File: src/rtl/wb_arb_pkg.sv
// Shared types and constants for the register-file write-port arbiter.
package wb_arb_pkg;

    localparam int RF_ADDR_W = 5;
    localparam int RF_DATA_W = 32;

    // Write-port source tags reported on rf_src
    localparam logic SRC_PIPE = 1'b0;
    localparam logic SRC_LU   = 1'b1;

    // One buffered long-latency result; valid drops when a younger
    // pipeline write to the same destination supersedes it.
    typedef struct packed {
        logic                 valid;
        logic [RF_ADDR_W-1:0] dest;
        logic [RF_DATA_W-1:0] data;
    } wb_entry_t;

    // One-hot register mask for a destination index
    function automatic logic [31:0] dest_onehot(input logic [RF_ADDR_W-1:0] dest);
        return 32'd1 << dest;
    endfunction

endpackage

File: src/rtl/wb_port_arbiter_if.sv
// Bundle of pipeline, long-latency unit and register-file write-port signals.
interface wb_port_arbiter_if;
    import wb_arb_pkg::*;

    logic                 pipe_we;
    logic [RF_ADDR_W-1:0] pipe_dest;
    logic [RF_DATA_W-1:0] pipe_wdata;
    logic                 lu_valid;
    logic                 lu_ready;
    logic [RF_ADDR_W-1:0] lu_dest;
    logic [RF_DATA_W-1:0] lu_wdata;
    logic                 flush;
    logic                 rf_we;
    logic [RF_ADDR_W-1:0] rf_waddr;
    logic [RF_DATA_W-1:0] rf_wdata;
    logic                 rf_src;
    logic [31:0]          pend_mask;
    logic                 starve_stall;

    // Arbiter side
    modport slave (
        input  pipe_we, pipe_dest, pipe_wdata,
        input  lu_valid, lu_dest, lu_wdata, flush,
        output lu_ready, rf_we, rf_waddr, rf_wdata, rf_src,
        output pend_mask, starve_stall
    );

    // Pipeline / long-latency unit / register file side
    modport master (
        output pipe_we, pipe_dest, pipe_wdata,
        output lu_valid, lu_dest, lu_wdata, flush,
        input  lu_ready, rf_we, rf_waddr, rf_wdata, rf_src,
        input  pend_mask, starve_stall
    );

endinterface

File: src/rtl/wb_arb_fifo.sv
// Circular buffer of long-latency results with per-entry invalidate-by-dest
// and a pending-destination mask for decode interlock.
module wb_arb_fifo
    import wb_arb_pkg::*;
#(
    parameter int DEPTH = 2,
    localparam int PTR_W = $clog2(DEPTH),
    localparam int CNT_W = $clog2(DEPTH + 1)
) (
    input  logic                 clk,
    input  logic                 rstn,
    input  logic                 push,
    input  logic [RF_ADDR_W-1:0] push_dest,
    input  logic [RF_DATA_W-1:0] push_data,
    input  logic                 pop,
    input  logic                 flush,
    input  logic                 inv_en,
    input  logic [RF_ADDR_W-1:0] inv_dest,
    output wb_entry_t            head,
    output logic [CNT_W-1:0]     count,
    output logic [31:0]          pend_mask
);

    localparam logic [CNT_W-1:0] FULL_CNT = CNT_W'(DEPTH);

    // valid_reg is cleared for unoccupied slots, so it alone marks live entries
    logic [DEPTH-1:0]     valid_reg;
    logic [DEPTH-1:0]     valid_next;
    logic [RF_ADDR_W-1:0] dest_reg [DEPTH];
    logic [RF_DATA_W-1:0] data_reg [DEPTH];
    logic [PTR_W-1:0]     wr_ptr_reg;
    logic [PTR_W-1:0]     rd_ptr_reg;
    logic [CNT_W-1:0]     count_reg;
    logic [CNT_W-1:0]     count_next;
    logic [DEPTH-1:0]     inv_hit;
    logic [31:0]          ent_mask [DEPTH];
    logic [31:0]          mask_or;
    logic                 push_ok;
    logic                 pop_ok;

    assign push_ok = push && (count_reg != FULL_CNT);
    assign pop_ok  = pop && (count_reg != '0);

    // Per-entry WAW match and pending-mask contribution
    generate
        for (genvar gi = 0; gi < DEPTH; gi++) begin : g_entry
            assign inv_hit[gi]  = inv_en && valid_reg[gi] && (inv_dest != '0)
                                  && (dest_reg[gi] == inv_dest);
            assign ent_mask[gi] = valid_reg[gi] ? dest_onehot(dest_reg[gi]) : 32'd0;
        end
    endgenerate

    // Next valid bits and occupancy
    always_comb begin
        valid_next = valid_reg & ~inv_hit;
        if (pop_ok) begin
            valid_next[rd_ptr_reg] = 1'b0;
        end
        if (push_ok) begin
            valid_next[wr_ptr_reg] = 1'b1;
        end
        count_next = count_reg + CNT_W'(push_ok) - CNT_W'(pop_ok);
    end

    // Control state: pointers, count, valid bits
    always_ff @(posedge clk) begin
        if (!rstn || flush) begin
            valid_reg  <= '0;
            wr_ptr_reg <= '0;
            rd_ptr_reg <= '0;
            count_reg  <= '0;
        end else begin
            valid_reg <= valid_next;
            count_reg <= count_next;
            if (push_ok) begin
                wr_ptr_reg <= wr_ptr_reg + PTR_W'(1);
            end
            if (pop_ok) begin
                rd_ptr_reg <= rd_ptr_reg + PTR_W'(1);
            end
        end
    end

    // Payload storage, written only on enqueue
    always_ff @(posedge clk) begin
        if (push_ok && rstn && !flush) begin
            dest_reg[wr_ptr_reg] <= push_dest;
            data_reg[wr_ptr_reg] <= push_data;
        end
    end

    // OR of live destinations; r0 is never reported
    always_comb begin
        mask_or = '0;
        for (int i = 0; i < DEPTH; i++) begin
            mask_or = mask_or | ent_mask[i];
        end
    end

    assign pend_mask  = mask_or & ~32'd1;
    assign count      = count_reg;
    assign head.valid = valid_reg[rd_ptr_reg];
    assign head.dest  = dest_reg[rd_ptr_reg];
    assign head.data  = data_reg[rd_ptr_reg];

endmodule

File: src/rtl/wb_port_arbiter.sv
// Shares the register-file write port between Writeback (always wins) and a
// buffered long-latency result stream, with a starvation stall request.
module wb_port_arbiter
    import wb_arb_pkg::*;
#(
    parameter int DEPTH      = 2,
    parameter int STARVE_LIM = 4
) (
    input  logic              clk,
    input  logic              rstn,
    wb_port_arbiter_if.slave  bus
);

    localparam int CNT_W  = $clog2(DEPTH + 1);
    localparam int WAIT_W = $clog2(STARVE_LIM + 1);
    localparam logic [CNT_W-1:0]  FULL_CNT = CNT_W'(DEPTH);
    localparam logic [WAIT_W-1:0] LIM      = WAIT_W'(STARVE_LIM);

    wb_entry_t          head;
    logic [CNT_W-1:0]   count;
    logic               fifo_empty;
    logic               push;
    logic               pop;
    logic [WAIT_W-1:0]  wait_reg;
    logic [WAIT_W-1:0]  wait_next;
    logic               starve_reg;
    logic               starve_next;

    assign fifo_empty   = (count == '0);
    assign bus.lu_ready = (count != FULL_CNT);
    // Results to r0 are accepted but simply dropped
    assign push = bus.lu_valid && bus.lu_ready && !bus.flush && (bus.lu_dest != '0);
    // Head drains only into cycles the pipeline leaves idle, never during flush
    assign pop  = !bus.pipe_we && !fifo_empty && !bus.flush;

    wb_arb_fifo #(
        .DEPTH(DEPTH)
    ) u_fifo (
        .clk       (clk),
        .rstn      (rstn),
        .push      (push),
        .push_dest (bus.lu_dest),
        .push_data (bus.lu_wdata),
        .pop       (pop),
        .flush     (bus.flush),
        .inv_en    (bus.pipe_we),
        .inv_dest  (bus.pipe_dest),
        .head      (head),
        .count     (count),
        .pend_mask (bus.pend_mask)
    );

    // Write-port mux: pipeline first, then FIFO head (superseded heads write nothing)
    always_comb begin
        bus.rf_we    = 1'b0;
        bus.rf_waddr = head.dest;
        bus.rf_wdata = head.data;
        bus.rf_src   = SRC_PIPE;
        if (bus.pipe_we) begin
            bus.rf_we    = 1'b1;
            bus.rf_waddr = bus.pipe_dest;
            bus.rf_wdata = bus.pipe_wdata;
        end else if (pop) begin
            bus.rf_we  = head.valid;
            bus.rf_src = SRC_LU;
        end
    end

    // Head wait counter and stall request next-state
    always_comb begin
        wait_next   = wait_reg;
        starve_next = starve_reg;
        if (bus.flush || fifo_empty || pop) begin
            wait_next = '0;
        end else if (wait_reg != LIM) begin
            wait_next = wait_reg + WAIT_W'(1);
        end
        if (bus.flush || pop) begin
            starve_next = 1'b0;
        end else if (wait_reg == LIM) begin
            starve_next = 1'b1;
        end
    end

    // Starvation state registers
    always_ff @(posedge clk) begin
        if (!rstn) begin
            wait_reg   <= '0;
            starve_reg <= 1'b0;
        end else begin
            wait_reg   <= wait_next;
            starve_reg <= starve_next;
        end
    end

    assign bus.starve_stall = starve_reg;

endmodule
File: src/flat_wrapper.sv
// flat-port wrapper written by rule: the top's interface ports become plain ports
module wb_port_arbiter_flat import wb_arb_pkg::*;
#(
    parameter int DEPTH      = 2,
    parameter int STARVE_LIM = 4
)
  (clk, rstn, bus_pipe_we, bus_pipe_dest, bus_pipe_wdata, bus_lu_valid, bus_lu_dest, bus_lu_wdata, bus_flush, bus_lu_ready, bus_rf_we, bus_rf_waddr, bus_rf_wdata, bus_rf_src, bus_pend_mask, bus_starve_stall);
  wb_port_arbiter_if bus_i ();
  input  logic clk;
  input  logic rstn;
  input wire logic [$bits(bus_i.pipe_we)-1:0] bus_pipe_we;
  input wire logic [$bits(bus_i.pipe_dest)-1:0] bus_pipe_dest;
  input wire logic [$bits(bus_i.pipe_wdata)-1:0] bus_pipe_wdata;
  input wire logic [$bits(bus_i.lu_valid)-1:0] bus_lu_valid;
  input wire logic [$bits(bus_i.lu_dest)-1:0] bus_lu_dest;
  input wire logic [$bits(bus_i.lu_wdata)-1:0] bus_lu_wdata;
  input wire logic [$bits(bus_i.flush)-1:0] bus_flush;
  output wire logic [$bits(bus_i.lu_ready)-1:0] bus_lu_ready;
  output wire logic [$bits(bus_i.rf_we)-1:0] bus_rf_we;
  output wire logic [$bits(bus_i.rf_waddr)-1:0] bus_rf_waddr;
  output wire logic [$bits(bus_i.rf_wdata)-1:0] bus_rf_wdata;
  output wire logic [$bits(bus_i.rf_src)-1:0] bus_rf_src;
  output wire logic [$bits(bus_i.pend_mask)-1:0] bus_pend_mask;
  output wire logic [$bits(bus_i.starve_stall)-1:0] bus_starve_stall;
  assign bus_i.pipe_we = bus_pipe_we;
  assign bus_i.pipe_dest = bus_pipe_dest;
  assign bus_i.pipe_wdata = bus_pipe_wdata;
  assign bus_i.lu_valid = bus_lu_valid;
  assign bus_i.lu_dest = bus_lu_dest;
  assign bus_i.lu_wdata = bus_lu_wdata;
  assign bus_i.flush = bus_flush;
  assign bus_lu_ready = bus_i.lu_ready;
  assign bus_rf_we = bus_i.rf_we;
  assign bus_rf_waddr = bus_i.rf_waddr;
  assign bus_rf_wdata = bus_i.rf_wdata;
  assign bus_rf_src = bus_i.rf_src;
  assign bus_pend_mask = bus_i.pend_mask;
  assign bus_starve_stall = bus_i.starve_stall;
  wb_port_arbiter #(.DEPTH(DEPTH), .STARVE_LIM(STARVE_LIM)) u_core (.clk(clk), .rstn(rstn), .bus(bus_i));
endmodule
File: config.mk
export PLATFORM = sky130hd
export DESIGN_NAME = wb_port_arbiter_flat
export DESIGN_NICKNAME = d
export VERILOG_FILES = /design/src/rtl/wb_arb_pkg.sv /design/src/rtl/wb_port_arbiter_if.sv /design/src/rtl/wb_arb_fifo.sv /design/src/rtl/wb_port_arbiter.sv /design/src/flat_wrapper.sv
export SDC_FILE = /design/constraint.sdc
export NUM_CORES = 1
export LEC_CHECK = 0
export BUFFER_PORTS_ARGS = -buffer_cell sky130_fd_sc_hd__buf_2
export CORE_MARGIN = 1.5
export CORE_UTILIZATION = 35
export DETAILED_ROUTE_END_ITERATION = 6
export GPL_TIMING_DRIVEN = 0
export PLACE_DENSITY_LB_ADDON = 0.15
export SETUP_SLACK_MARGIN = 0.1
export SLEW_MARGIN = 20
export SYNTH_ARGS = -nofsm -noshare
export SYNTH_HDL_FRONTEND = slang
export SYNTH_HIERARCHICAL = 1
export SYNTH_SLANG_ARGS = --single-unit
File: constraint.sdc
create_clock -name clk -period 5.3 [get_ports clk]
set_clock_uncertainty 0.1 [all_clocks]
set_input_delay 1.06 -clock clk [delete_from_list [all_inputs] [get_ports clk]]
set_output_delay 1.06 -clock clk [all_outputs]
set_load 0.03 [all_outputs]
Word-level counts from Yosys, hierarchy flattened
Memories as Yosys holds them, arrays and structs flattened. A register that Yosys moved wholly into a read port is not among the register bits.
Cells that the tools add are included.
- input bits: 79
- logic and storage cells: 84
- memory bits (writable): 74
- output and inout port bits: 73
- memories kept: 2
- flip-flop bits (word level): 10
- memories (name ; words ; width ; read ports ; clocked after Yosys merged registers in ; wr ports ; RTL line ; text):
    u_core.u_fifo.data_reg ; 2 ; 32 ; 1 ; 1 ; 1 ; wb_arb_fifo.sv:30 ; logic [RF_DATA_W-1:0] data_reg [DEPTH];
    u_core.u_fifo.dest_reg ; 2 ; 5 ; 3 ; 1 ; 1 ; wb_arb_fifo.sv:29 ; logic [RF_ADDR_W-1:0] dest_reg [DEPTH];
- muxes and demuxes: 22
- shifts and indexed selects: 2
- magnitude comparators: 4
- eq/ne operators: 5
- $add $sub $neg: 5
- bitwise logic cells: 7
- reduce and logical (&&, ||, !) cells: 31
- operator list (kind ; count):
    two-way mux 32 bit ; 3
    left shift 1 x 5 -> 32 bit (first input constant) ; 2
    OR 32 bit ; 1
    logical AND 1 bit ; 17
    two-way mux 1 bit ; 14
    == test 5 bit ; 2
    nonzero test 5 bit ; 2
    two-way mux 5 bit ; 1
    AND 2 bit ; 2
    zero test 1 bit ; 4
    logical OR 1 bit ; 4
    < comparator 1 x 2 -> 1 bit (second input constant) ; 2
    two-way mux 2 bit ; 2
    NOT 2 bit ; 2
    OR reduction 2 bit ; 2
    adder 3 x 1 -> 3 bit (second input constant) ; 1
    == test 3 bit (second input constant) ; 1
    != test 3 bit (second input constant) ; 1
    adder 1 bit (second input constant) ; 2
    adder 2 x 1 -> 2 bit ; 1
    demux 1 bit (select 1 bit) ; 2
    greater-or-equal comparator 1 bit (second input constant) ; 2
    zero test 2 bit ; 1
    != test 2 bit (second input constant) ; 1
    other kinds (4) ; 4

Depth between registers and ports, before layout
- depth in word-level cells: 9
- mapped depth: 10
- mapped depth without buffers: 9

Modules after synthesis
The synthesis kept the hierarchy.
- by module, submodules not included (module ; area an instance (sq um) ; sequential area each (sq um) ; instances ; cells an instance):
    wb_arb_fifo ; 3519.6 ; 2362.3 ; 1 ; 232
    wb_port_arbiter ; 699.4 ; 80.1 ; 1 ; 72

Worst setup path after synthesis
OpenSTA, ideal clock, no wires.
- path type: in2reg
- from: in bus_lu_dest[3]
- to: mem u_core.u_fifo.data_reg[0][0], enable pin
- setup slack: 676 ps
- library setup time: 480 ps
- arrival: 4044 ps
- required time: 4720 ps
- path buffers: 0
- stages: 4
- path through: or4_1 o2111a_1 o21ai_2 nor3_1
- cells in the longest elaborated chain, start to end: 7
- RTL lines (element ; RTL line ; text):
    start: declaration ; flat_wrapper.sv:15 ; input wire logic [$bits(bus_i.lu_dest)-1:0] bus_lu_dest;
    nonzero test 5 bit ; wb_port_arbiter.sv:32 ; assign push = bus.lu_valid && bus.lu_ready && !bus.flush && (bus.lu_dest != '0);
    logical AND 1 bit ; wb_port_arbiter.sv:32 ;
    named net u_core.push ; wb_port_arbiter.sv:22 ; logic push;
    logical AND 1 bit ; wb_arb_fifo.sv:41 ; assign push_ok = push && (count_reg != FULL_CNT);
    logical AND 1 bit (2 in a row) ; wb_arb_fifo.sv:86 ; if (push_ok && rstn && !flush) begin
    two-way mux 1 bit ; wb_arb_fifo.sv:86 ;
    two-way mux 1 bit (implied by the code) ; wb_arb_fifo.sv:88 ; data_reg[wr_ptr_reg] <= push_data;
    end: declaration ; wb_arb_fifo.sv:30 ;
The timed path passes the listed nets, and every way through them passes these cells.

==> results.json <==
{
  "pwr-share-comb": 0.099,
  "netSwitchingFraction": 0.221,
  "yosysUniqueCellTypes": 41,
  "cts_sinks": 85,
  "finalCritPeriodShare": 0.653,
  "intPower_mw": 1.16,
  "cts-resized-gates": 0,
  "post-route-drc-count": 0,
  "dieWidth_microns": 113,
  "dp_cells": 606,
  "worst_slew_pin_slew_ns": 0.808,
  "initial_core_util": 0.365,
  "overflow": 0,
  "p_switching_uw": 330,
  "clk-insertion-delay-late_ns": 0.32,
  "grt_busiest_layer": "met2",
  "synthesis.area_sq_um": 4220,
  "arrival_ns": 2.30,
  "antenna_left": 0,
  "status": "completed",
  "grt.total_usage": 0.153,
  "io-pin-count": 152,
  "start_kind": "flop",
  "dr.pass1.iters": 5,
  "leakage_nw": 2.19,
  "ys_seq_area_frac": 0.579,
  "area_delta_synth_final_pct": 31.0,
  "fin_nets": 557,
  "vdd.ir_drop.worst_mv": 0.127,
  "grt.met3_usage": 0.0370,
  "dp_hpwl_microns": 7420,
  "grt_pass1_wl_microns": 15200,
  "layout_commonest_cell": "buf_2",
  "cts_hold_buffers": 0,
  "reg2reg_depth": 6,
  "final_util": 0.478,
  "fillers": 1030,
  "hold_viol_final": 0,
  "cts_inserted_buffers": 9,
  "power_density_nw_per_um2": 270,
  "grtUsageMet2": 0.261,
  "core-area_sq_um": 11600,
  "slew_viol_final": 0,
  "synth_area_per_cell_sq_um": 13.9,
  "post-route-worst-setup-slack_ns": 1.84,
  "vias_per_cell": 5.05,
  "worst_hold_startpoint": "u_core/wait_reg[1]",
  "crit_fanout": 10,
  "fp.dieH_microns": 113,
  "vias": 3138,
  "min_period_ns": 3.46,
  "drtIter0Drc": 151,
  "path_class": "flop to output pin",
  "largest_reg_flops": 64,
  "htreeDepth": 3,
  "rsz0062_at_grt": "false",
  "ys_ff_latch": 85,
  "post_drt_wl_per_cell_microns": 15.5,
  "min_to": "u_core/wait_reg[1]",
  "cts_setup_buffers": 0,
  "max_freq_mhz": 289,
  "cts_tree": "yes",
  "cts.path.max_buffers": 2,
  "drt_wl_total_microns": 9670,
  "clkPwrFrac": 0.406,
  "antenna_found_initial": 0,
  "hold_path_class": "flop to flop",
  "r2r-start": "u_core/u_fifo/count[0]",
  "met1_usage": 0.188,
  "slew_headroom": 0.458,
  "stdcell_count": 622,
  "setup_tns_ns": 0,
  "grt_start_max_net_pins": 15,
  "dieArea_sq_um": 12700,
  "numPortBuffers": 150,
  "cts_root_buf": "clkbuf_16",
  "layout_common_cells": "buf_2 (157), edfxtp_1 (74), mux2_2 (69)",
  "yosysWarnings": 6,
  "setup_viol": 0,
  "hold_depth": 2,
  "path_clk_slew_ns": 0.06,
  "sequentialPowerShare": 0.495,
  "r2r_slack_ns": 2.79,
  "dpl_worst_slack_ns": 1.87,
  "max_cap_viol_count": 0,
  "grt_pass1_vias": 3128,
  "drive_above_1_share": 0.541,
  "row_count": 39,
  "endpoint_kind": "output pin",
  "required_ns": 4.14,
  "antenna_cells": 0,
  "r2r-end": "u_core/u_fifo/data_reg[1][25]",
  "gp_congestion": 0.838,
  "synthCells": 304,
  "syn_nets": 387
}
[synthesized netlist by cell type (all sizes together)]
cell type | count | area (sq um)
or3 | 1 | 6.26
and2 | 1 | 6.26
o21ai | 2 | 13.8
o22ai | 31 | 194
conb | 1 | 3.75
o21bai | 3 | 22.5
o21a | 1 | 7.51
and3b | 1 | 8.76
dfxtp | 11 | 220
buf | 12 | 83.8
a41o | 2 | 20.0
nand3b | 5 | 37.5
mux2 | 75 | 845
nor4bb | 1 | 10.0
edfxtp | 74 | 2220
a211oi | 2 | 15.0
or3b | 3 | 26.3
nor4 | 1 | 6.26
ha | 4 | 50.1
xor2 | 4 | 35.0
a21bo | 1 | 10.0
inv | 7 | 26.3
or2 | 1 | 6.26
nor2b | 4 | 25.0
nand2b | 5 | 31.3
nor2 | 9 | 33.8
nand3 | 10 | 50.1
clkbuf | 5 | 18.8
a21o | 1 | 7.51
or4 | 4 | 30.0
nand2 | 7 | 26.3
xnor2 | 10 | 87.6
nor3 | 2 | 10.0
o2111a | 1 | 11.3
a21oi | 1 | 5.00
nand4 | 1 | 6.26
[routing by layer]
metal	part of all wire	wire length (microns)
met1	0.44	4240
met2	0.48	4680
met3	0.067	650
met4	0.0091	88
met5	0	0
[worst max path at each step]
stage                                               end            from  slack [ns]  cells after the start
final                                  bus_rf_wdata[16]            flop        1.84                      5
after global routing                   bus_rf_wdata[17]            flop        1.69                      5
after CTS                              bus_rf_wdata[16]            flop        1.74                      5
after detailed placement                bus_rf_waddr[0]     bus_pipe_we        1.87                      5
after global placement    u_core/u_fifo/data_reg[0][24]  bus_lu_dest[2]       -1.33                      5
after floorplan            u_core/u_fifo/data_reg[0][0]  bus_lu_dest[3]        0.68                      4
[per-stage QoR]
step	area, sq um	total power, mW	hold slack [ns]
4_1_cts	5530	1.52	0.398
5_1_grt	5530	1.55	0.434
2_1_floorplan	4220	0.840	0.365
6_report	5530	1.49	0.398
3_5_place_dp	5230	0.902	0.388
3_3_place_gp	5150	0.898	0.381
[layout make-up]
type                       count  area, sq um  share of cell area
sequential                    85         2440               0.442
multi-input combinational    195         1660               0.300
timing repair buffer         159          826               0.149
clock buffer                  10          229              0.0414
tap                          143          179              0.0324
buffer                        17          103              0.0186
clock inverter                 6         62.6              0.0113
inverter                       7         26.3             0.00476
[power by group through the flow]
stage	sequential [mW]	combinational, mW	clock (mW)
finish	0.739	0.147	0.607
global route	0.739	0.159	0.652
CTS	0.738	0.150	0.627
detailed placement	0.753	0.149	0
global placement	0.754	0.144	0
floorplan	0.753	0.0875	0
[worst max-delay path, stage by stage, from the launching register on]
cell      delay [ns]
dfxtp_1         0.30
clkbuf_1        0.48
buf_2           0.38
mux2_2          0.38
mux2_2          0.26
buf_2           0.18
[kinds of logic after synthesis]
group	Yosys count	synth area share
other	1	0.000889
adders and majority gates	4	0.0119
DFF	85	0.579
xor gates and xnor gates	14	0.0291
AOI/OAI and AO/OA	45	0.0727
and+or+nand+nor	56	0.0759
buffers and inverters	24	0.0305
muxes	75	0.200
(Power assumes the default switching activity.)
